**config.mk**
```make
export PLATFORM = sky130hd
export DESIGN_NAME = truth_table_sweeper_flat
export DESIGN_NICKNAME = d
export VERILOG_FILES = /design/src/rtl/truth_table_sweeper_if.sv /design/src/rtl/truth_table_sweeper.sv /design/src/flat_wrapper.sv
export SDC_FILE = /design/constraint.sdc
export NUM_CORES = 1
export LEC_CHECK = 0
export ABC_AREA = 1
export CAP_MARGIN = 5
export CORE_ASPECT_RATIO = 0.8
export CORE_MARGIN = 1.5
export CORE_UTILIZATION = 55
export CTS_BUF_LIST = sky130_fd_sc_hd__clkbuf_2
export DETAILED_ROUTE_END_ITERATION = 16
export GPL_ROUTABILITY_DRIVEN = 0
export GPL_TIMING_DRIVEN = 0
export PLACE_DENSITY = 0.84
export SYNTH_ARGS = -nofsm -noshare
export SYNTH_HDL_FRONTEND = slang
export SYNTH_SLANG_ARGS = --single-unit
```
**constraint.sdc**
```tcl
create_clock -name clk -period 4.2 [get_ports clk]
set_input_delay 1.26 -clock clk [delete_from_list [all_inputs] [get_ports clk]]
set_output_delay 1.26 -clock clk [all_outputs]
set_load 0.005 [all_outputs]
```
**src/rtl/truth_table_sweeper_if.sv**
```systemverilog
// Handshake and result bundle between the truth-table sweeper and the block it exercises.
// master = sweeper side, slave = function-block / controller side.
interface truth_table_sweeper_if #(
  parameter int N_IN = 3
);
  logic                 start;
  logic [N_IN-1:0]      stim;
  logic                 f_in;
  logic                 busy;
  logic                 done;
  logic [2**N_IN-1:0]   captured;
  logic                 pass;
  logic [N_IN-1:0]      fail_idx;

  modport master (
    input  start, f_in,
    output stim, busy, done, captured, pass, fail_idx
  );

  modport slave (
    output start, f_in,
    input  stim, busy, done, captured, pass, fail_idx
  );
endinterface

```
**src/rtl/truth_table_sweeper.sv**
```systemverilog
// Steps a combinational block through every input combination, captures its truth table
// and compares it with EXPECTED. Optional macro SWEEP_ABORT_ON_FAIL_EN stops at the first mismatch.
module truth_table_sweeper #(
  parameter int                 N_IN     = 3,
  parameter int                 SETTLE   = 2,
  parameter logic [2**N_IN-1:0] EXPECTED = 8'h54
) (
  input  logic                  clk,
  input  logic                  rst,
  truth_table_sweeper_if.master bus
);

  localparam int              CW        = (SETTLE > 1) ? $clog2(SETTLE) : 1;
  localparam logic [CW-1:0]   LAST_CNT  = CW'(SETTLE - 1);
  localparam logic [N_IN-1:0] LAST_STIM = '1;

  typedef enum logic [1:0] {IDLE, DRIVE, FINISH} state_t;

  state_t          state, next_state;
  logic [CW-1:0]   cnt;
  logic            fail_flag;
  logic            sample;
  logic            mismatch;
  logic            finishing;

  always_ff @(posedge clk) begin
    if (rst) state <= IDLE;
    else     state <= next_state;
  end

  // The sample edge is the last settle cycle of the current combination.
  always_comb begin
    next_state = state;
    sample     = 1'b0;
    mismatch   = 1'b0;
    finishing  = 1'b0;
    case (state)
      IDLE: begin
        if (bus.start) next_state = DRIVE;
      end
      DRIVE: begin
        sample   = (cnt == LAST_CNT);
        mismatch = sample && (bus.f_in != EXPECTED[bus.stim]);
`ifdef SWEEP_ABORT_ON_FAIL_EN
        finishing = sample && ((bus.stim == LAST_STIM) || mismatch);
`else
        finishing = sample && (bus.stim == LAST_STIM);
`endif
        if (finishing) next_state = FINISH;
      end
      FINISH: next_state = IDLE;
      default: next_state = IDLE;
    endcase
  end

  assign bus.busy = (state == DRIVE);
  assign bus.done = (state == FINISH);

  // pass is resolved on the edge entering FINISH so it is already valid while done is high.
  always_ff @(posedge clk) begin
    if (rst) begin
      bus.stim     <= '0;
      bus.captured <= '0;
      bus.pass     <= 1'b0;
      bus.fail_idx <= '0;
      cnt          <= '0;
      fail_flag    <= 1'b0;
    end else begin
      case (state)
        IDLE: begin
          if (bus.start) begin
            bus.stim     <= '0;
            bus.captured <= '0;
            bus.pass     <= 1'b0;
            bus.fail_idx <= '0;
            cnt          <= '0;
            fail_flag    <= 1'b0;
          end
        end
        DRIVE: begin
          if (sample) begin
            bus.captured[bus.stim] <= bus.f_in;
            if (mismatch && !fail_flag) begin
              fail_flag    <= 1'b1;
              bus.fail_idx <= bus.stim;
            end
            if (finishing) begin
              bus.pass <= !(fail_flag || mismatch);
            end else begin
              bus.stim <= bus.stim + 1'b1;
              cnt      <= '0;
            end
          end else begin
            cnt <= cnt + 1'b1;
          end
        end
        default: ;
      endcase
    end
  end

endmodule

```
**src/flat_wrapper.sv**
```systemverilog
// flat-port wrapper written by rule: the top's interface ports become plain ports
module truth_table_sweeper_flat 
#(
  parameter int                 N_IN     = 3,
  parameter int                 SETTLE   = 2,
  parameter logic [2**N_IN-1:0] EXPECTED = 8'h54
)
  (clk, rst, bus_start, bus_f_in, bus_stim, bus_busy, bus_done, bus_captured, bus_pass, bus_fail_idx);
  truth_table_sweeper_if #(.N_IN(N_IN)) bus_i ();
  input  logic clk;
  input  logic rst;
  input wire logic [$bits(bus_i.start)-1:0] bus_start;
  input wire logic [$bits(bus_i.f_in)-1:0] bus_f_in;
  output wire logic [$bits(bus_i.stim)-1:0] bus_stim;
  output wire logic [$bits(bus_i.busy)-1:0] bus_busy;
  output wire logic [$bits(bus_i.done)-1:0] bus_done;
  output wire logic [$bits(bus_i.captured)-1:0] bus_captured;
  output wire logic [$bits(bus_i.pass)-1:0] bus_pass;
  output wire logic [$bits(bus_i.fail_idx)-1:0] bus_fail_idx;
  assign bus_i.start = bus_start;
  assign bus_i.f_in = bus_f_in;
  assign bus_stim = bus_i.stim;
  assign bus_busy = bus_i.busy;
  assign bus_done = bus_i.done;
  assign bus_captured = bus_i.captured;
  assign bus_pass = bus_i.pass;
  assign bus_fail_idx = bus_i.fail_idx;
  truth_table_sweeper #(.N_IN(N_IN), .SETTLE(SETTLE), .EXPECTED(EXPECTED)) u_core (.clk(clk), .rst(rst), .bus(bus_i));
endmodule
```
* After elaboration in Yosys (flattened, before gate mapping)
Memory sizes are Yosys's and may differ from the RTL's. A register that Yosys moved wholly into a read port is not among the register bits.
Cells that the tools add are included.
** Operators by class
- Eq/ne operators :: 11
- Order comparisons :: 2
- Add/sub/neg operators :: 2
- Multiplexer cells :: 32
- Reductions and logical operators :: 15
** Operators by type and width (number)
- $mux 3 :: 7
- $mux 8 :: 2
- $pmux 8 s2 :: 1
- $mux 1 :: 12
- $pmux 3 s2 :: 2
- $reduce_and 4->1 :: 3
- $bwmux 8 :: 1
- $ne 2x1->1 const B :: 4
- $pmux 1 s2 :: 3
- $reduce_and 3->1 :: 2
- $logic_and 1x1->1 :: 4
- $lt 3x4->1 const B :: 1
- $mux 2 :: 2
- $ne 2x2->1 const B :: 2
- $pmux 2 s2 :: 1
- $add 3x1->3 const B :: 1
- $demux 1 s3 :: 1
- $eq 3x3->1 const B :: 1
- $ge 3x1->1 const B :: 1
- $ne 3x3->1 const B :: 1
- $eq 2x1->1 const B :: 1
- $eq 2x2->1 const B :: 1
- $logic_not 1->1 :: 2
- $logic_not 2->1 :: 1
- other kinds (5) :: 5
** Word-level totals
- Bits in read-only memories :: 8
- Memories :: 1
- Word-level logic and storage cells :: 70
- Output and inout bits :: 17
- Bits of input ports :: 4
- Register bits after elaboration :: 19
** Memory list
- (no name shown) :: words 8, bits a word 1, rd ports 1, clocked after memory_dff 1, write ports 0, line truth_table_sweeper.sv:43 : mismatch = sample && (bus.f_in != EXPECTED[bus.stim]);

* Depth between registers and ports, before layout
- Word-level depth :: 10
- Gate-level depth with buffers :: 9
- Depth with buffers taken out :: 9

* Worst setup path before layout
Ideal clock, no wire load.
- Kind :: register to output
- Start point :: register u_core.state[0]
- End point :: output bus_busy
- Stages on the path, launching flop included :: 3
- Buffers on the path :: 0
- Required time :: 2.940 ns
- Setup slack :: 2.303 ns
- Data arrival time :: 0.637 ns
- Cell sequence :: dfxtp_1 nand2_2 inv_2
** On the way
- Longest elaborated chain between the ends :: 1
** RTL lines
- start: declaration :: line truth_table_sweeper.sv:19 : state_t state, next_state;
- start signal: assignment :: line truth_table_sweeper.sv:28 : else state <= next_state;
- $eq 2x1->1 :: line truth_table_sweeper.sv:56 : assign bus.busy = (state == DRIVE);
- end: declaration :: line flat_wrapper.sv:15 : output wire logic [$bits(bus_i.busy)-1:0] bus_busy;
Every way passes these cells.

* Worst setup path after layout
Ends and elaborated chain as after synthesis.

==> results.json <==
{
  "cp_data_arrival_time_ns": 1.63,
  "cts_tree": "done",
  "power_switching_mw": 0.0795,
  "drt-wirelength-per-cell_um": 10.9,
  "synth_seq_cells": 20,
  "fmax_mhz": 346,
  "required_ns": 2.94,
  "grt_start_max_net_pins": 11,
  "critPathKind": "flop to output port",
  "netlist.area_leader.share": 0.429,
  "grt_pass1_vias": 768,
  "die-area_um2": 1950,
  "power.total_mw": 0.306,
  "yosys.area_share.adder": 0.0268,
  "period_share": 0.688,
  "finalNetCount": 161,
  "fillers": 139,
  "cts_max_path_buffers": 2,
  "drv_cap": 0,
  "power.internal_mw": 0.226,
  "antenna_found_initial": 0,
  "finalMaxSlewViolations": 0,
  "ys_top_cells_by_area": "dfxtp_1, nand2_1, inv_1",
  "core-area_um2": 1610,
  "p_sw_frac": 0.260,
  "synth_top_area_cell": "dfxtp_1",
  "final_common_cell": "nand2_1",
  "final_area_um2": 1180,
  "firstDrtPassIters": 4,
  "powerDensity_nw_per_um2": 260,
  "io_buffers": 20,
  "drc": 0,
  "areaGrowthSynthToFinish_pct": 26.0,
  "cp-start-kind": "flop",
  "hold_class": "flop to flop",
  "finalSetupViolations": 0,
  "ctsResizeCount": 0,
  "grt_usage": 0.224,
  "p_seq_frac": 0.645,
  "wl_mm": 1.90,
  "drive_gt1_frac": 0.0980,
  "rsz0062_at_grt": "false",
  "overflow": 0,
  "synth_simple_gate_area_share": 0.320,
  "drt_iter0_drc": 10,
  "p_comb_frac": 0.111,
  "io_pins": 21,
  "synth_top_family_by_area": "simple AND/OR/NAND/NOR gates",
  "num_antenna_cells": 0,
  "hold_buffers": 0,
  "multi_input_area_um2": 453,
  "hold_violations": 0,
  "cts_buffers": 3,
  "worst-path-max-fanout": 9,
  "netlist_area_um2": 933,
  "holdWs_ns": 0.472,
  "dp_hpwl_mm": 1.42,
  "grt_first_pass_wirelength_mm": 3.25,
  "syn_nets": 136,
  "netlist_instances": 130,
  "synth_mux_area_frac": 0,
  "end_kind": "output port",
  "synth-compound-area-share": 0.138,
  "pwr-share-clk": 0.243,
  "power.leakage_nw": 0.496,
  "layout_common_cells": "nand2_1, dfxtp_1, clkdlybuf4s50_1, inv_1, a21oi_1",
  "postCtsSetupRepairBufs": 0,
  "placed_cells": 172,
  "ant_nets": 0,
  "stdcell_count": 175,
  "status": "completed",
  "cts.sink_count": 20,
  "h-tree-depth": 1,
  "tns_ns": 0,
  "placed_area_um2": 1160,
  "ir_worst_vdd_v": 0.000194,
  "clk_pin_slew_ns": 0.16,
  "finClkSkew_ns": 0.00763,
  "clock_latency_ns": 0.31,
  "seqCellArea_um2": 400,
  "die_y_um": 39.8,
  "seq_area_frac_synth": 0.429,
  "start_util": 0.580,
  "die_w_um": 49.1,
  "row_count": 13,
  "num_vias": 893,
  "yosys_warnings": 0,
  "synth_xor_area_frac": 0,
  "period_minus_slack_ns": 2.89,
  "avgSynthCellArea_um2": 7.18,
  "root_buffer": "clkbuf_2",
  "relSlewSlack": 0.718,
  "ys_types": 20,
  "vias_per_cell": 5.10,
  "tightestPinTransition_ns": 0.423
}
[cell usage after synthesis]
cell type / count
a21oi_1: 11
a21oi_2: 2
a31oi_1: 1
and3_4: 1
buf_6: 1
clkbuf_1: 1
clkinv_2: 1
dfxtp_1: 20
ha_1: 2
inv_1: 15
inv_2: 1
nand2_1: 41
nand2_2: 3
nand3_1: 3
nand3_2: 2
nand4_1: 2
nand4_2: 1
nor2_1: 4
nor3_1: 8
o21ai_0: 10
[per-stage QoR]
step | util | worst slack, ns
after floorplan | - | 2.30
after global placement | 0.721 | 1.70
after detailed placement | 0.721 | 1.68
after CTS | 0.730 | 1.30
after global routing | 0.730 | 1.20
final | 0.730 | 1.31
[final timing paths]
check | endpoint | from | cells after the start | slack [ns]
max reg2reg | flop | u_core.bus.stim[0]$_SDFFE_PP0N_ | 8 | 2.53
min | u_core.bus.fail_idx[0]$_SDFFE_PP0P_ | u_core.bus.fail_idx[0]$_SDFFE_PP0P_ | 2 | 0.47
max | bus_busy | u_core.state[0]$_SDFFE_PP0P_ | 3 | 1.31
min reg2reg | u_core.bus.fail_idx[0]$_SDFFE_PP0P_ | u_core.bus.fail_idx[0]$_SDFFE_PP0P_ | 2 | 0.47
[metal layers]
metal	track usage	part of all wire	vias to the layer above
met5	0	0	-
met4	0.0643	0.0042	0
met3	0.0763	0.060	3
met2	0.341	0.42	25
met1	0.300	0.52	394
li1	-	-	471
[area by class of cell]
class / instances / area share
Sequential cell: 20 / 0.340
Tap cell: 22 / 0.0234
Multi-Input combinational cell: 91 / 0.385
Inverter: 17 / 0.0553
Buffer: 2 / 0.0128
Timing Repair Buffer: 20 / 0.170
Clock buffer: 3 / 0.0128
[sequential cells by signal (all words and copies together), names as in the netlist, named ones only]
register,count
u_core.bus.fail_idx,3
u_core.fail_flag,1
u_core.bus.captured,8
u_core.state,2
u_core.cnt,1
u_core.bus.stim,3
u_core.bus.pass,1
[cell families after synthesis]
family          Yosys count
compound gates           24
fa+ha+maj                 2
buf+inv                  19
flops                    20
simple gates             65
[power by group through the flow]
stage	combinational (mW)	clock (mW)	sequential, mW
after floorplan	0.0221	0	0.200
after global placement	0.0334	0	0.201
after detailed placement	0.0337	0	0.201
after CTS	0.0340	0.0767	0.197
after global routing	0.0378	0.0857	0.198
final	0.0341	0.0744	0.197
[worst max-delay path, stage by stage (launching register included)]
cell	delay, ns
dfxtp_1	0.52
nand2_2	0.18
inv_2	0.12
clkdlybuf4s50_1	0.50
Note: power is estimated with default switching activity, not from simulation.
